File: src/rtl/mem_arb_pkg.sv
// Shared types and constants for the unified-memory arbiter.
package mem_arb_pkg;

  typedef enum logic [2:0] {
    IDLE   = 3'd0,
    FETCH  = 3'd1,
    DREAD  = 3'd2,
    DWRITE = 3'd3,
    RESP   = 3'd4
  } state_e;

  typedef enum logic {
    GRANT_I = 1'b0,
    GRANT_D = 1'b1
  } grant_e;

  // Cycles from grant to the rvalid pulse of each transaction type.
  localparam int unsigned FETCH_LAT  = 32'd6;
  localparam int unsigned DREAD_LAT  = 32'd3;
  localparam int unsigned DWRITE_LAT = 32'd2;

endpackage

File: src/rtl/mem_arb_fetch_pack.sv
// Collects sequential fetch bytes into a big-endian word; first byte lands in the top lane.
module mem_arb_fetch_pack #(
  parameter int unsigned DATA_W      = 8,
  parameter int unsigned FETCH_BYTES = 4
) (
  input  logic                          clk,
  input  logic                          rst,
  input  logic                          start_i,
  input  logic                          shift_i,
  input  logic [DATA_W-1:0]             byte_i,
  output logic [DATA_W*FETCH_BYTES-1:0] word_o,
  output logic                          last_o
);

  localparam int unsigned WORD_W = DATA_W * FETCH_BYTES;
  localparam int unsigned CNT_W  = (FETCH_BYTES > 1) ? $clog2(FETCH_BYTES) : 1;
  localparam logic [CNT_W-1:0] LAST_BEAT = CNT_W'(FETCH_BYTES - 1);

  logic [CNT_W-1:0]  beat_q, beat_d;
  logic [WORD_W-1:0] word_q, word_d;
  logic [WORD_W-1:0] shifted_s;

  // Beat counter and shift register next-state.
  always_comb begin
    shifted_s = {word_q[WORD_W-DATA_W-1:0], byte_i};
    beat_d    = beat_q;
    word_d    = word_q;
    if (start_i) begin
      beat_d = {CNT_W{1'b0}};
      word_d = {WORD_W{1'b0}};
    end else if (shift_i) begin
      beat_d = (beat_q == LAST_BEAT) ? {CNT_W{1'b0}} : beat_q + CNT_W'(1);
      word_d = shifted_s;
    end else begin
      beat_d = beat_q;
      word_d = word_q;
    end
  end

  // Pack state registers.
  always_ff @(posedge clk or negedge rst) begin
    if (!rst) begin
      beat_q <= {CNT_W{1'b0}};
      word_q <= {WORD_W{1'b0}};
    end else begin
      beat_q <= beat_d;
      word_q <= word_d;
    end
  end

  // The word including the byte arriving this cycle, valid when last_o is high.
  assign word_o = shifted_s;
  assign last_o = shift_i && (beat_q == LAST_BEAT);

endmodule

File: src/rtl/mem_arbiter.sv
// Arbitrates one byte-wide single-port memory between a 4-byte fetch port and a byte data port.
// Tie policy is round-robin unless ARB_FIXED_PRIO_EN is defined (data port then always wins).
module mem_arbiter
  import mem_arb_pkg::*;
#(
  parameter int unsigned ADDR_W      = 8,
  parameter int unsigned DATA_W      = 8,
  parameter int unsigned FETCH_BYTES = 4
) (
  input  logic                          clk,
  input  logic                          rst,
  input  logic                          i_req,
  input  logic [ADDR_W-1:0]             i_addr,
  output logic                          i_gnt,
  output logic                          i_rvalid,
  output logic [DATA_W*FETCH_BYTES-1:0] i_rdata,
  input  logic                          d_req,
  input  logic                          d_we,
  input  logic [ADDR_W-1:0]             d_addr,
  input  logic [DATA_W-1:0]             d_wdata,
  output logic                          d_gnt,
  output logic                          d_rvalid,
  output logic [DATA_W-1:0]             d_rdata,
  output logic [ADDR_W-1:0]             mem_addr,
  output logic                          mem_re,
  output logic                          mem_we,
  output logic [DATA_W-1:0]             mem_wdata,
  input  logic [DATA_W-1:0]             mem_rdata
);

  localparam int unsigned WORD_W = DATA_W * FETCH_BYTES;
  localparam int unsigned ISS_W  = $clog2(FETCH_BYTES) + 1;
  localparam logic [ISS_W-1:0] ISS_MAX = ISS_W'(FETCH_BYTES);

  state_e            state_q, state_d;
  logic [ADDR_W-1:0] addr_q, addr_d;
  logic [ISS_W-1:0]  iss_q, iss_d;
  logic              rd_pend_q, rd_pend_d;
  logic              mem_re_q, mem_re_d;
  logic              mem_we_q, mem_we_d;
  logic [ADDR_W-1:0] mem_addr_q, mem_addr_d;
  logic [DATA_W-1:0] mem_wdata_q, mem_wdata_d;
  logic              i_rvalid_q, i_rvalid_d;
  logic              d_rvalid_q, d_rvalid_d;
  logic [WORD_W-1:0] i_rdata_q, i_rdata_d;
  logic [DATA_W-1:0] d_rdata_q, d_rdata_d;
`ifdef ARB_FIXED_PRIO_EN
`else
  grant_e            last_grant_q, last_grant_d;
`endif

  logic              can_grant_s;
  logic              pick_d_s;
  logic              gnt_i_s;
  logic              gnt_d_s;
  logic              fetch_shift_s;
  logic              fetch_last_s;
  logic [WORD_W-1:0] fetch_word_s;

  // Grant decision; grants are suppressed while reset is asserted so all outputs read 0.
  always_comb begin
    can_grant_s = rst && ((state_q == IDLE) || (state_q == RESP));
    if (i_req && d_req) begin
`ifdef ARB_FIXED_PRIO_EN
      pick_d_s = 1'b1;
`else
      pick_d_s = (last_grant_q == GRANT_I);
`endif
    end else begin
      pick_d_s = d_req;
    end
    gnt_i_s = can_grant_s && i_req && !pick_d_s;
    gnt_d_s = can_grant_s && d_req && pick_d_s;
  end

  assign fetch_shift_s = (state_q == FETCH) && rd_pend_q;

  mem_arb_fetch_pack #(
    .DATA_W      (DATA_W),
    .FETCH_BYTES (FETCH_BYTES)
  ) u_pack (
    .clk     (clk),
    .rst     (rst),
    .start_i (gnt_i_s),
    .shift_i (fetch_shift_s),
    .byte_i  (mem_rdata),
    .word_o  (fetch_word_s),
    .last_o  (fetch_last_s)
  );

  // Next state and next registered outputs; memory strobes default low and buses to zero.
  always_comb begin
    state_d     = state_q;
    addr_d      = addr_q;
    iss_d       = iss_q;
    rd_pend_d   = mem_re_q;
    mem_re_d    = 1'b0;
    mem_we_d    = 1'b0;
    mem_addr_d  = {ADDR_W{1'b0}};
    mem_wdata_d = {DATA_W{1'b0}};
    i_rvalid_d  = 1'b0;
    d_rvalid_d  = 1'b0;
    i_rdata_d   = i_rdata_q;
    d_rdata_d   = d_rdata_q;
`ifdef ARB_FIXED_PRIO_EN
`else
    last_grant_d = last_grant_q;
`endif
    case (state_q)
      IDLE, RESP: begin
        if (gnt_i_s) begin
          state_d    = FETCH;
          addr_d     = i_addr;
          iss_d      = ISS_W'(1);
          mem_re_d   = 1'b1;
          mem_addr_d = i_addr;
`ifdef ARB_FIXED_PRIO_EN
`else
          last_grant_d = GRANT_I;
`endif
        end else if (gnt_d_s) begin
          mem_addr_d = d_addr;
`ifdef ARB_FIXED_PRIO_EN
`else
          last_grant_d = GRANT_D;
`endif
          if (d_we) begin
            state_d     = DWRITE;
            mem_we_d    = 1'b1;
            mem_wdata_d = d_wdata;
          end else begin
            state_d  = DREAD;
            mem_re_d = 1'b1;
          end
        end else begin
          state_d = IDLE;
        end
      end
      FETCH: begin
        if (iss_q < ISS_MAX) begin
          mem_re_d   = 1'b1;
          mem_addr_d = addr_q + ADDR_W'(iss_q);
          iss_d      = iss_q + ISS_W'(1);
        end else begin
          iss_d = iss_q;
        end
        if (fetch_last_s) begin
          state_d    = RESP;
          i_rvalid_d = 1'b1;
          i_rdata_d  = fetch_word_s;
        end else begin
          state_d = FETCH;
        end
      end
      DREAD: begin
        if (rd_pend_q) begin
          state_d    = RESP;
          d_rvalid_d = 1'b1;
          d_rdata_d  = mem_rdata;
        end else begin
          state_d = DREAD;
        end
      end
      DWRITE: begin
        state_d    = RESP;
        d_rvalid_d = 1'b1;
        d_rdata_d  = {DATA_W{1'b0}};
      end
      default: begin
        state_d = IDLE;
      end
    endcase
  end

  // State and output registers; reset discards any transaction in flight.
  always_ff @(posedge clk or negedge rst) begin
    if (!rst) begin
      state_q     <= IDLE;
      addr_q      <= {ADDR_W{1'b0}};
      iss_q       <= {ISS_W{1'b0}};
      rd_pend_q   <= 1'b0;
      mem_re_q    <= 1'b0;
      mem_we_q    <= 1'b0;
      mem_addr_q  <= {ADDR_W{1'b0}};
      mem_wdata_q <= {DATA_W{1'b0}};
      i_rvalid_q  <= 1'b0;
      d_rvalid_q  <= 1'b0;
      i_rdata_q   <= {WORD_W{1'b0}};
      d_rdata_q   <= {DATA_W{1'b0}};
`ifdef ARB_FIXED_PRIO_EN
`else
      last_grant_q <= GRANT_D;
`endif
    end else begin
      state_q     <= state_d;
      addr_q      <= addr_d;
      iss_q       <= iss_d;
      rd_pend_q   <= rd_pend_d;
      mem_re_q    <= mem_re_d;
      mem_we_q    <= mem_we_d;
      mem_addr_q  <= mem_addr_d;
      mem_wdata_q <= mem_wdata_d;
      i_rvalid_q  <= i_rvalid_d;
      d_rvalid_q  <= d_rvalid_d;
      i_rdata_q   <= i_rdata_d;
      d_rdata_q   <= d_rdata_d;
`ifdef ARB_FIXED_PRIO_EN
`else
      last_grant_q <= last_grant_d;
`endif
    end
  end

  assign i_gnt     = gnt_i_s;
  assign d_gnt     = gnt_d_s;
  assign i_rvalid  = i_rvalid_q;
  assign i_rdata   = i_rdata_q;
  assign d_rvalid  = d_rvalid_q;
  assign d_rdata   = d_rdata_q;
  assign mem_addr  = mem_addr_q;
  assign mem_re    = mem_re_q;
  assign mem_we    = mem_we_q;
  assign mem_wdata = mem_wdata_q;

endmodule

File: config.mk
export PLATFORM = sky130hd
export DESIGN_NAME = mem_arbiter
export DESIGN_NICKNAME = d
export VERILOG_FILES = /design/src/rtl/mem_arb_pkg.sv /design/src/rtl/mem_arb_fetch_pack.sv /design/src/rtl/mem_arbiter.sv
export SDC_FILE = /design/constraint.sdc
export NUM_CORES = 1
export LEC_CHECK = 0
export ABC_AREA = 1
export CAP_MARGIN = 5
export CORE_UTILIZATION = 50
export CTS_CLUSTER_SIZE = 20
export DETAILED_ROUTE_END_ITERATION = 8
export GPL_TIMING_DRIVEN = 1
export PLACE_DENSITY = 0.78
export SLEW_MARGIN = 0
export SYNTH_ARGS = -nofsm -noshare
export SYNTH_HDL_FRONTEND = slang
export SYNTH_HIERARCHICAL = 1
export SYNTH_SLANG_ARGS = --single-unit
File: constraint.sdc
create_clock -name clk -period 1.9 [get_ports clk]
set_input_delay 0.19 -clock clk [delete_from_list [all_inputs] [get_ports clk]]
set_output_delay 0.19 -clock clk [all_outputs]
set_load 0.01 [all_outputs]
Word-level counts from Yosys, hierarchy flattened. Cells that the tools add are included.

Flip-flop bits (word level): 102. Input port bits: 37. Output and inout port bits: 62. Word-level logic and storage cells: 89.

Add/sub/neg operators: 3. Order comparisons: 1. Eq/ne operators: 8. Muxes and demuxes: 40. Bitwise gates (word level): 1. Reduce and logical (&&, ||, !) cells: 21.

Operator list (count): 8-bit 2-to-1 mux (8); 24-bit 2-to-1 mux (2); 8-bit one-hot mux with 2 select lines (2); 3-bit 2-to-1 mux (6); 1-bit 2-to-1 mux (15); 3-bit one-hot mux with 4 select lines (1); 8-bit by 3-bit adder with 8-bit output (1); 1-bit logical AND (8); 2-bit AND reduction (4); 2-bit nonzero test (4); 3-bit by 2-bit == test with 1-bit output, second input constant (2); 2-bit 2-to-1 mux (3); 3-bit one-hot mux with 2 select lines (1); 2-bit != test, second input constant (2); 1-bit one-hot mux with 2 select lines (2); 3-bit by 1-bit adder with 3-bit output, second input constant (1); 3-bit by 1-bit == test with 1-bit output, second input constant (1); 3-bit == test, second input constant (1); 3-bit logical NOT (1); 3-bit less-than comparator, second input constant (1); 3-bit AND reduction (1); 2-bit by 1-bit adder with 2-bit output, second input constant (1); 2-bit == test, second input constant (1); 2-bit by 1-bit != test with 1-bit output, second input constant (1); 4 further kinds (4).

Logic depth before layout (Yosys ltp). Gate-level depths: netlist of the first run.

Word-level depth: 8. Depth in mapped cells: 13. Gate-level depth less buffers: 10.

Hierarchy. Netlist of the first run, hierarchy kept.

By module, submodules not included: mem_arbiter (instances 1, cells an instance 354, area each 3180.6 um2, seq. area each 1903.1 um2); mem_arb_fetch_pack (instances 1, cells an instance 125, area each 1265.0 um2, seq. area each 650.6 um2).

Worst setup path before layout of the first run. No wires, ideal clock.

Path kind: reg-to-reg. Start point: register state_q[0]. End point: register i_rdata_q[10] (netlist: i_rdata[10]). Library setup time: 117 ps. Arrival time: 1637 ps. Slack: 146 ps. Stages on the path, launching flop included: 13. Period minus slack after synthesis: 1754 ps. Cell sequence: dfrtp_1 > inv_2 > nor2_1 > nand2_1 > nor2_1 > buf_6 > buf_6 > nand2_1 > inv_1 > nand2_2 > clkbuf_1 > nand2_1 > nand2_1.

Cells in the longest elaborated chain, start to end: 4.

Ends and longest elaborated chain: start, declared (line mem_arbiter.sv:35) `state_e state_q, state_d;`; start signal, assigned (line mem_arbiter.sv:195) `state_q <= state_d;`; 3-bit by 1-bit == test with 1-bit output (line mem_arbiter.sv:76) `assign fetch_shift_s = (state_q == FETCH) && rd_pend_q;`; 1-bit logical AND (line mem_arbiter.sv:76); net fetch_shift_s (line mem_arbiter.sv:56) `logic fetch_shift_s;`; 1-bit logical AND (line mem_arb_fetch_pack.sv:53) `assign last_o = shift_i && (beat_q == LAST_BEAT);`; net fetch_last_s (line mem_arbiter.sv:57) `logic fetch_last_s;`; 2-bit AND reduction (no line); end signal, assigned (line mem_arbiter.sv:188) `i_rdata_q <= {WORD_W{1'b0}};`; end signal, assigned (line mem_arbiter.sv:205) `i_rdata_q <= i_rdata_d;`; end, declared (line mem_arbiter.sv:45) `logic [WORD_W-1:0] i_rdata_q, i_rdata_d;`.

The timed path passes the listed nets, and every way through them passes these cells. A chain may end at the register's enable or synchronous reset.

Worst setup path in the final report of the first run.
Start point: register last_grant_q. End point: output i_gnt.

Cells in the longest elaborated chain, start to end: 4.

Ends and longest elaborated chain: start, declared (line mem_arbiter.sv:49) `grant_e last_grant_q, last_grant_d;`; start signal, assigned (line mem_arbiter.sv:209) `last_grant_q <= last_grant_d;`; 1-bit NOT (line mem_arbiter.sv:67) `pick_d_s = (last_grant_q == GRANT_I);`; 1-bit 2-to-1 mux (line mem_arbiter.sv:63) `if (i_req && d_req) begin`; 1-bit logical NOT (line mem_arbiter.sv:72) `gnt_i_s = can_grant_s && i_req && !pick_d_s;`; 1-bit logical AND (line mem_arbiter.sv:72); end, declared (line mem_arbiter.sv:14) `output logic i_gnt,`.

No other way between the ends.

==> flow_metrics.env, run 1 <==
export IMPL_fillCellCount=721
export IMPL_tns_ps=0
export IMPL_clk_latency_ps=370
export IMPL_antenna_found_initial=0
export IMPL_p_int_mw=4.05
export IMPL_ant_nets=0
export IMPL_fmax_mhz=581
export IMPL_coreArea_um2=8680
export IMPL_synthTopCellsByArea="dfrtp_1 (57%), nand2_1 (18%), nand3_2 (5.0%), nand3_1 (3.4%), inv_1 (2.7%)"
export IMPL_cts_inserted_buffers=9
export IMPL_drive_above_1_share=0.123
export IMPL_drt_wl_total_mm=9.10
export IMPL_htreeDepth=3
export IMPL_yosys_cell_count_top_type="nand2_1"
export IMPL_rsz0062_at_grt="no"
export IMPL_synth_top_cell_area_share=0.569
export IMPL_synth_common_cells="nand2_1 (208), dfrtp_1 (101), inv_1 (32), nand3_1 (30), nand3_2 (22)"
export IMPL_gp_congestion=0.803
export IMPL_peakVddDrop_mv=0.569
export IMPL_dominantRegCellSynth="dfrtp_1"
export IMPL_ys_seq_area_frac=0.574
export IMPL_cp_arrival_ps=1530
export IMPL_crit_required_ps=1710
export IMPL_cts_max_path_buffers=2
export IMPL_clk_pin_slew_worst_paths_ps=100
export IMPL_die_y_um=96.3
export IMPL_hold_violations=0
export IMPL_syn_avg_cell_area_um2=9.28
export IMPL_start_util=0.512
export IMPL_tightest_slew_ps=512
export IMPL_cts_sinks=102
export IMPL_yosysTopAreaCell="dfrtp_1"
export IMPL_final_setup_worst_slack_ps=180
export IMPL_dpl_instance_area_um2=5450
export IMPL_critPathLaunchType="flip-flop"
export IMPL_maxCapViolations=0
export IMPL_die_w_um=96.3
export IMPL_io_buffer_count=98
export IMPL_synthesis_area_um2=4450
export IMPL_period_share=0.905
export IMPL_cts_tree="done"
export IMPL_power_frac_comb=0.316
export IMPL_setup_violations=0
export IMPL_synth_edf_count=0
export IMPL_power_density_nw_per_um2=1110
export IMPL_swShare=0.357
export IMPL_area_delta_synth_final_pct=27.5
export IMPL_skew_ps=15.9
export IMPL_gr_usage_all_layers=0.215
export IMPL_antenna_cells=0
export IMPL_p_seq_frac=0.477
export IMPL_firstDrtPassIters=4
export IMPL_grt_overflow=0
export IMPL_finish_utilization=0.653
export IMPL_drtIter0Drc=217
export IMPL_final_area_um2=5670
export IMPL_pre_cts_slack_ps=89.2
export IMPL_drc=0
export IMPL_worstSetupPathType="reg -> out"
export IMPL_ys_types=32
export IMPL_via_per_inst=4.92
export IMPL_die_area_um2=9270
export IMPL_dpl_hpwl_mm=6.32
export IMPL_critPathMaxFanout=3
export IMPL_ios=99
export IMPL_grt_max_degree=103
export IMPL_clkPwrFrac=0.208
export IMPL_ys_warn_count=6
export IMPL_run_status="complete, no violations"
export IMPL_ys_ff_latch=102
export IMPL_vias=3379
export IMPL_nNetsFinal=617
export IMPL_grt_pass1_vias=3232
export IMPL_placementRows=34
export IMPL_end_kind="output pin"
export IMPL_wl_per_cell_um=13.2
export IMPL_leakagePower_nw=2.88
export IMPL_switching_power_mw=2.25
export IMPL_synthCells=479
export IMPL_relSlewSlack=0.659
export IMPL_async_flop_share=1.00
export IMPL_root_buffer="clkbuf_8"
export IMPL_min_path_type="in -> reg"
export IMPL_grt_pass1_wl_mm=15.0
export IMPL_synth_nets=522
export IMPL_layout_min_cycle_time_ps=1720
export IMPL_drv_slew=0
[metal layers]
metal | routed length (µm) | GRT usage | part of all wire | vias to the layer above
met1 | 4010 | 0.289 | 0.44 | 1608
met2 | 4410 | 0.332 | 0.48 | 88
met3 | 522 | 0.0490 | 0.057 | 13
met5 | 0 | 0 | 0 | -
li1 | - | - | - | 1670
met4 | 154 | 0.0980 | 0.017 | 0
[cells in the final DEF, fill, tap and decap left out, types with 2 or more instances in the layout]
cell and instances:
buf_12 2, buf_4 9, clkbuf_8 9, clkdlybuf4s50_1 95
clkinv_4 2, dfrtp_1 101, ha_1 5, inv_1 32
inv_2 2, inv_6 3, nand2_1 208, nand3_1 30
nand3_2 22, nor2_1 17, nor2_4 4, nor3_1 2
o211ai_1 2, o21ai_0 7, o21ai_2 8
[cell families (layout without fill, tap and decap cells)]
group,count (synthesis),in the layout,synth area share
AO/OA/AOI/OAI,21,21,0.0343
XOR/XNOR,1,1,0.00197
adder cells (fa/ha/maj),6,6,0.0186
buffers and inverters,60,160,0.0754
flip-flops,102,102,0.574
AND/OR/NAND/NOR,289,289,0.295
[repair_timing]
action,in CTS,in global routing
pin swaps,0,1
hold buffers,1,0
resized for setup,2,1
hold endpoints to repair,101,0
setup endpoints to repair,2,1
setup buffers,1,1
cloned,0,0
[path summary, 6_finish.rpt]
check | endpoint | slack [ps] | cells past startpoint | start
hold / removal | mem_wdata[7]$_DFF_PN0_ | 350 | 3 | d_wdata[7]
setup reg to reg | u_pack/word_q[19]$_DFFE_PN0P_ | 230 | 8 | state_q[0]$_DFF_PN0_
min in group asynchronous | u_pack/word_q[6]$_DFFE_PN0P_ | 520 | 3 | rst
max in group asynchronous | last_grant_q$_DFFE_PN1P_ | 1000 | 3 | rst
hold reg to reg | rd_pend_q$_DFF_PN0_ | 390 | 0 | mem_re$_DFF_PN0_
setup / recovery | i_gnt | 180 | 4 | last_grant_q$_DFFE_PN1P_
[power by group through the flow]
stage | Combinational (mW) | Sequential [mW] | Clock (mW)
global route | 2.24 | 3.07 | 1.42
finish | 1.99 | 3.00 | 1.31
floorplan | 1.19 | 3.06 | 0
global placement | 1.90 | 3.03 | 0
detailed placement | 1.97 | 3.05 | 0
CTS | 2.01 | 3.01 | 1.34
[area by class of cell]
type | instances | area, µm² | share of cell area
Clock buffer | 9 | 124 | 0.0219
Clock inverter | 7 | 62.6 | 0.0110
Inverter | 35 | 134 | 0.0236
Multi-Input combinational cell | 317 | 1570 | 0.277
Sequential cell | 102 | 2550 | 0.451
Tap cell | 108 | 135 | 0.0238
Timing Repair Buffer | 109 | 1090 | 0.192
[flip-flops by register name, indices dropped and copies added, names as in the netlist, 2 cells and up]
| signal | count |
|---|---|
| mem_wdata | 8 |
| u_pack/beat_q | 2 |
| u_pack/word_q | 24 |
| addr_q | 8 |
| mem_addr | 8 |
| state_q | 3 |
| iss_q | 3 |
| d_rdata | 8 |
| i_rdata | 32 |
[stage by stage]
step                power [mW]  hold slack, ps  std cells
floorplan                 4.25            -106        479
global placement          4.93             362        668
detailed placement        5.02             375        668
CTS                       6.35             333        686
global route              6.73             337        687
finish                    6.30             347        687
[critical path, stage by stage (launching register included)]
cell and delay [ps]:
dfstp_2 570, a21oi_4 60, buf_4 150, nor2_4 100, dlygate4sd2_1 280
No activity file was read; power rests on OpenSTA's default activity.
==> inputs of run 2 (changes only) <==
--- a/config.mk
+++ b/config.mk
@@ -8,10 +8,11 @@
 export ABC_AREA = 1
 export CAP_MARGIN = 5
 export CORE_UTILIZATION = 50
-export CTS_CLUSTER_SIZE = 20
+export CTS_CLUSTER_SIZE = 40
 export DETAILED_ROUTE_END_ITERATION = 8
 export GPL_TIMING_DRIVEN = 1
 export PLACE_DENSITY = 0.78
+export SETUP_SLACK_MARGIN = 0.2
 export SLEW_MARGIN = 0
 export SYNTH_ARGS = -nofsm -noshare
 export SYNTH_HDL_FRONTEND = slang
==> flow_metrics.env, run 2 (synthesis gave the netlist of run 1 again) <==
export IMPL_fmax_mhz=618
export IMPL_relSlewSlack=0.359
export IMPL_drtIter0Drc=198
export IMPL_skew_ps=14.8
export IMPL_largest_reg_flops=32
export IMPL_critPathLaunchType="flip-flop"
export IMPL_end_kind="output pin"
export IMPL_clk_latency_ps=360
export IMPL_final_area_um2=5770
export IMPL_coreArea_um2=8680
export IMPL_crit_required_ps=1710
export IMPL_tns_ps=0
export IMPL_final_cells=692
export IMPL_rsz0062_at_grt="no"
export IMPL_cts_tree="done"
export IMPL_area_delta_synth_final_pct=29.7
export IMPL_dpl_instance_area_um2=5450
export IMPL_worstSetupPathType="reg -> out"
export IMPL_clk_pin_slew_worst_paths_ps=100
export IMPL_antenna_cells=0
export IMPL_grt_overflow=0
export IMPL_grt_max_degree=80
export IMPL_vias=3401
export IMPL_die_area_um2=9270
export IMPL_final_setup_worst_slack_ps=281
export IMPL_cts_sinks=102
export IMPL_placedCellCount=669
export IMPL_critPathMaxFanout=3
export IMPL_pre_cts_slack_ps=45.3
export IMPL_drt_wl_total_mm=9.15
export IMPL_grt_pass1_vias=3263
export IMPL_grt_pass1_wl_mm=15.0
export IMPL_hold_path_cell_count=3
export IMPL_via_per_inst=4.91
export IMPL_setup_violations=0
export IMPL_leakagePower_nw=2.90
export IMPL_power_mw=6.48
export IMPL_drive_above_1_share=0.134
export IMPL_htreeDepth=3
export IMPL_layout_commonest_cell="nand2_1"
export IMPL_root_buffer="clkbuf_8"
export IMPL_cp_arrival_ps=1430
export IMPL_drc=0
export IMPL_maxCapViolations=0
export IMPL_hold_violations=0
export IMPL_gr_usage_all_layers=0.215
export IMPL_wl_per_cell_um=13.2
export IMPL_ant_nets=0
export IMPL_mostFrequentLayoutCells="nand2_1 (207), dfrtp_1 (101), clkdlybuf4s50_1 (95)"
export IMPL_gp_congestion=0.794
export IMPL_die_y_um=96.3
export IMPL_run_status="complete, no violations"
export IMPL_period_share=0.852
export IMPL_dpl_hpwl_mm=6.28
export IMPL_whs_ps=350
export IMPL_tightest_slew_ps=961
export IMPL_start_util=0.512
export IMPL_fillCellCount=721
export IMPL_cts_max_path_buffers=2
export IMPL_die_w_um=96.3
export IMPL_nNetsFinal=622
export IMPL_layout_min_cycle_time_ps=1620
export IMPL_ff2ff_path_depth=11
export IMPL_peakVddDrop_mv=0.552
export IMPL_ios=99
export IMPL_io_buffer_count=98
export IMPL_cts_inserted_buffers=9
export IMPL_firstDrtPassIters=4
export IMPL_drv_slew=0
export IMPL_placementRows=34
export IMPL_power_density_nw_per_um2=1120
export IMPL_min_path_type="in -> reg"
export IMPL_finish_utilization=0.664
export IMPL_antenna_found_initial=0
-- run 2: metal layers --
metal,vias up,track usage,wire length (µm)
met1,1610,0.286,3980
li1,1694,-,-
met2,81,0.342,4520
met4,0,0.0833,170
met3,16,0.0498,472
met5,-,0,0
-- run 2: layout make-up --
cell class	count	area [µm²]	share of cell area
Sequential cell	102	2550	0.443
Multi-Input combinational cell	318	1590	0.276
Timing Repair Buffer	113	1140	0.197
Inverter	35	139	0.0241
Clock buffer	10	138	0.0239
Tap cell	108	135	0.0234
Clock inverter	6	68.8	0.0119
-- run 2: power by group --
group | internal [mW] | switching, mW
clock | 0.655 | 0.754
combinational | 0.929 | 1.14
sequential | 2.66 | 0.348
total | 4.25 | 2.24
-- run 2: timing repair --
item / 4_1_cts / 5_1_grt
buffers inserted: 2 / 3
pin swaps: 1 / 4
gates cloned: 0 / 1
gates resized for setup: 8 / 7
endpoints found under the setup margin: 2 / 63
hold buffers: 1 / 0
endpoints found under the hold margin: 23 / 0
-- run 2: path summary, 6_finish.rpt --
path / from / end / slack (ps)
max: state_q[0]$_DFF_PN0_ / d_gnt / 280
min in group asynchronous: rst / mem_wdata[5]$_DFF_PN0_ / 390
min: d_wdata[4] / mem_wdata[4]$_DFF_PN0_ / 350
min reg2reg: mem_re$_DFF_PN0_ / rd_pend_q$_DFF_PN0_ / 400
max in group asynchronous: rst / u_pack/word_q[1]$_DFFE_PN0P_ / 620
max reg2reg: state_q[0]$_DFF_PN0_ / i_rdata[23]$_DFFE_PN0P_ / 290
-- run 2: critical path: stages, from the launching register on --
cell and delay, ps:
dfrtp_1 430, nor2_4 170, nand2_1 80, nor2_2 130
clkdlybuf4s15_1 260
==> inputs of run 3 (changes only) <==
--- a/config.mk
+++ b/config.mk
@@ -7,11 +7,11 @@
 export LEC_CHECK = 0
 export ABC_AREA = 1
 export CAP_MARGIN = 5
-export CORE_UTILIZATION = 50
+export CORE_UTILIZATION = 45
 export CTS_CLUSTER_SIZE = 40
 export DETAILED_ROUTE_END_ITERATION = 8
 export GPL_TIMING_DRIVEN = 1
-export PLACE_DENSITY = 0.78
+export PLACE_DENSITY = 0.74
 export SETUP_SLACK_MARGIN = 0.2
 export SLEW_MARGIN = 0
 export SYNTH_ARGS = -nofsm -noshare
==> constraint.sdc (replaced) <==
create_clock -name clk -period 1.4 [get_ports clk]
set_input_delay 0.14 -clock clk [delete_from_list [all_inputs] [get_ports clk]]
set_output_delay 0.14 -clock clk [all_outputs]
set_load 0.01 [all_outputs]
==> flow_metrics.env, run 3 (synthesis gave the netlist of run 1 again) <==
export IMPL_root_buffer="clkbuf_8"
export IMPL_tightest_slew_ps=750
export IMPL_layout_min_cycle_time_ps=1630
export IMPL_cts_sinks=102
export IMPL_cts_inserted_buffers=9
export IMPL_critPathMaxFanout=10
export IMPL_grt_pass1_wl_mm=18.6
export IMPL_setup_violations=84
export IMPL_largest_reg_flops=32
export IMPL_firstDrtPassIters=4
export IMPL_crit_required_ps=1670
export IMPL_drt_wl_total_mm=12.9
export IMPL_end_kind="flip-flop"
export IMPL_power_mw=11.0
export IMPL_layout_commonest_cell="nand2_1"
export IMPL_final_area_um2=7280
export IMPL_peakVddDrop_mv=0.915
export IMPL_critPathLaunchType="flip-flop"
export IMPL_grt_max_degree=59
export IMPL_maxCapViolations=0
export IMPL_gp_congestion=0.806
export IMPL_ant_nets=0
export IMPL_die_y_um=101
export IMPL_die_w_um=101
export IMPL_grt_pass1_vias=3812
export IMPL_grt_overflow=0
export IMPL_relSlewSlack=0.500
export IMPL_drc=0
export IMPL_wl_per_cell_um=16.7
export IMPL_start_util=0.472
export IMPL_power_density_nw_per_um2=1500
export IMPL_pre_cts_slack_ps=-256
export IMPL_cts_tree="done"
export IMPL_antenna_cells=0
export IMPL_period_share=1.16
export IMPL_vias=3881
export IMPL_hold_violations=3
export IMPL_htreeDepth=3
export IMPL_drv_slew=0
export IMPL_reg2reg_slack_ps=-230
export IMPL_die_area_um2=10300
export IMPL_worstSetupPathType="reg -> reg"
export IMPL_via_per_inst=5.04
export IMPL_drive_above_1_share=0.446
export IMPL_io_buffer_count=98
export IMPL_gr_usage_all_layers=0.236
export IMPL_placementRows=35
export IMPL_fillCellCount=569
export IMPL_leakagePower_nw=3.74
export IMPL_dpl_instance_area_um2=5800
export IMPL_min_path_type="in -> async"
export IMPL_ios=99
export IMPL_area_delta_synth_final_pct=63.9
export IMPL_dpl_hpwl_mm=6.90
export IMPL_whs_ps=-13.8
export IMPL_skew_ps=16.6
export IMPL_fmax_mhz=613
export IMPL_antenna_found_initial=0
export IMPL_nNetsFinal=679
export IMPL_coreArea_um2=9420
export IMPL_clk_pin_slew_worst_paths_ps=100
export IMPL_run_status="finished with violations"
export IMPL_final_setup_worst_slack_ps=-230
export IMPL_mostFrequentLayoutCells="nand2_1 (110), dfrtp_1 (100), nand2_2 (65)"
export IMPL_rsz0062_at_grt="yes"
export IMPL_cts_max_path_buffers=2
export IMPL_cp_arrival_ps=1900
export IMPL_clk_latency_ps=380
export IMPL_violations="hold timing, setup timing"
export IMPL_drtIter0Drc=143
## run 3: worst paths after layout
kind,start,endpoint,cells past startpoint
setup / recovery,state_q[1]$_DFF_PN0_,i_rdata[9]$_DFFE_PN0P_,11
hold / removal,rst,mem_addr[5]$_DFF_PN0_,2
setup reg to reg,state_q[1]$_DFF_PN0_,i_rdata[9]$_DFFE_PN0P_,11
hold reg to reg,mem_re$_DFF_PN0_,rd_pend_q$_DFF_PN0_,0
max in group asynchronous,rst,u_pack/beat_q[1]$_DFFE_PN0P_,3
min in group clk,rst,last_grant_q$_DFFE_PN1P_,3
## run 3: final cells by class
cell class | instances | area, µm² | share of cell area
Sequential cell | 102 | 2550 | 0.351
Tap cell | 129 | 161 | 0.0222
Timing Repair Buffer | 169 | 1920 | 0.263
Clock buffer | 10 | 128 | 0.0175
Clock inverter | 6 | 51.3 | 0.00704
Timing Repair inverter | 2 | 28.8 | 0.00395
Multi-Input combinational cell | 317 | 2280 | 0.312
Inverter | 35 | 165 | 0.0227
## run 3: power by group
| part | internal [mW] | switching [mW] |
|---|---|---|
| Combinational | 2.46 | 2.47 |
| Sequential | 3.62 | 0.644 |
| Clock | 0.680 | 1.09 |
## run 3: repair_timing
item / 4_1_cts / 5_1_grt
cloned: 8 / 3
resized for setup: 197 / 147
buffers inserted: 17 / 15
hold buffers: 1 / 0
pin swaps: 33 / 47
setup endpoints to repair: 161 / 131
endpoints found under the hold margin: 43 / 0
## run 3: routing by layer
metal	GRT usage	part of all wire	vias up	wire (µm)
li1	-	-	1804	-
met1	0.281	0.38	1928	4850
met2	0.436	0.55	122	7100
met3	0.0580	0.050	27	639
met4	0.0457	0.021	0	266
met5	0	0	-	0
## run 3: per-stage QoR
step,util,instances,TNS [ps]
finish,0.774,770,-12720
global route,0.774,770,-17690
CTS,0.707,752,-6910
detailed placement,0.616,710,-11900
global placement,0.616,710,-9800
floorplan,-,479,-6140
## run 3: critical path, cell delays in order (launching register included)
cell and delay [ps]:
dfrtp_1 410, buf_6 130, buf_6 120, inv_4 60, nand2_4 60, nor2_4 140
nand2_2 80, inv_4 80, nand2_8 90, buf_12 180, nand2_1 110, nand2_2 70
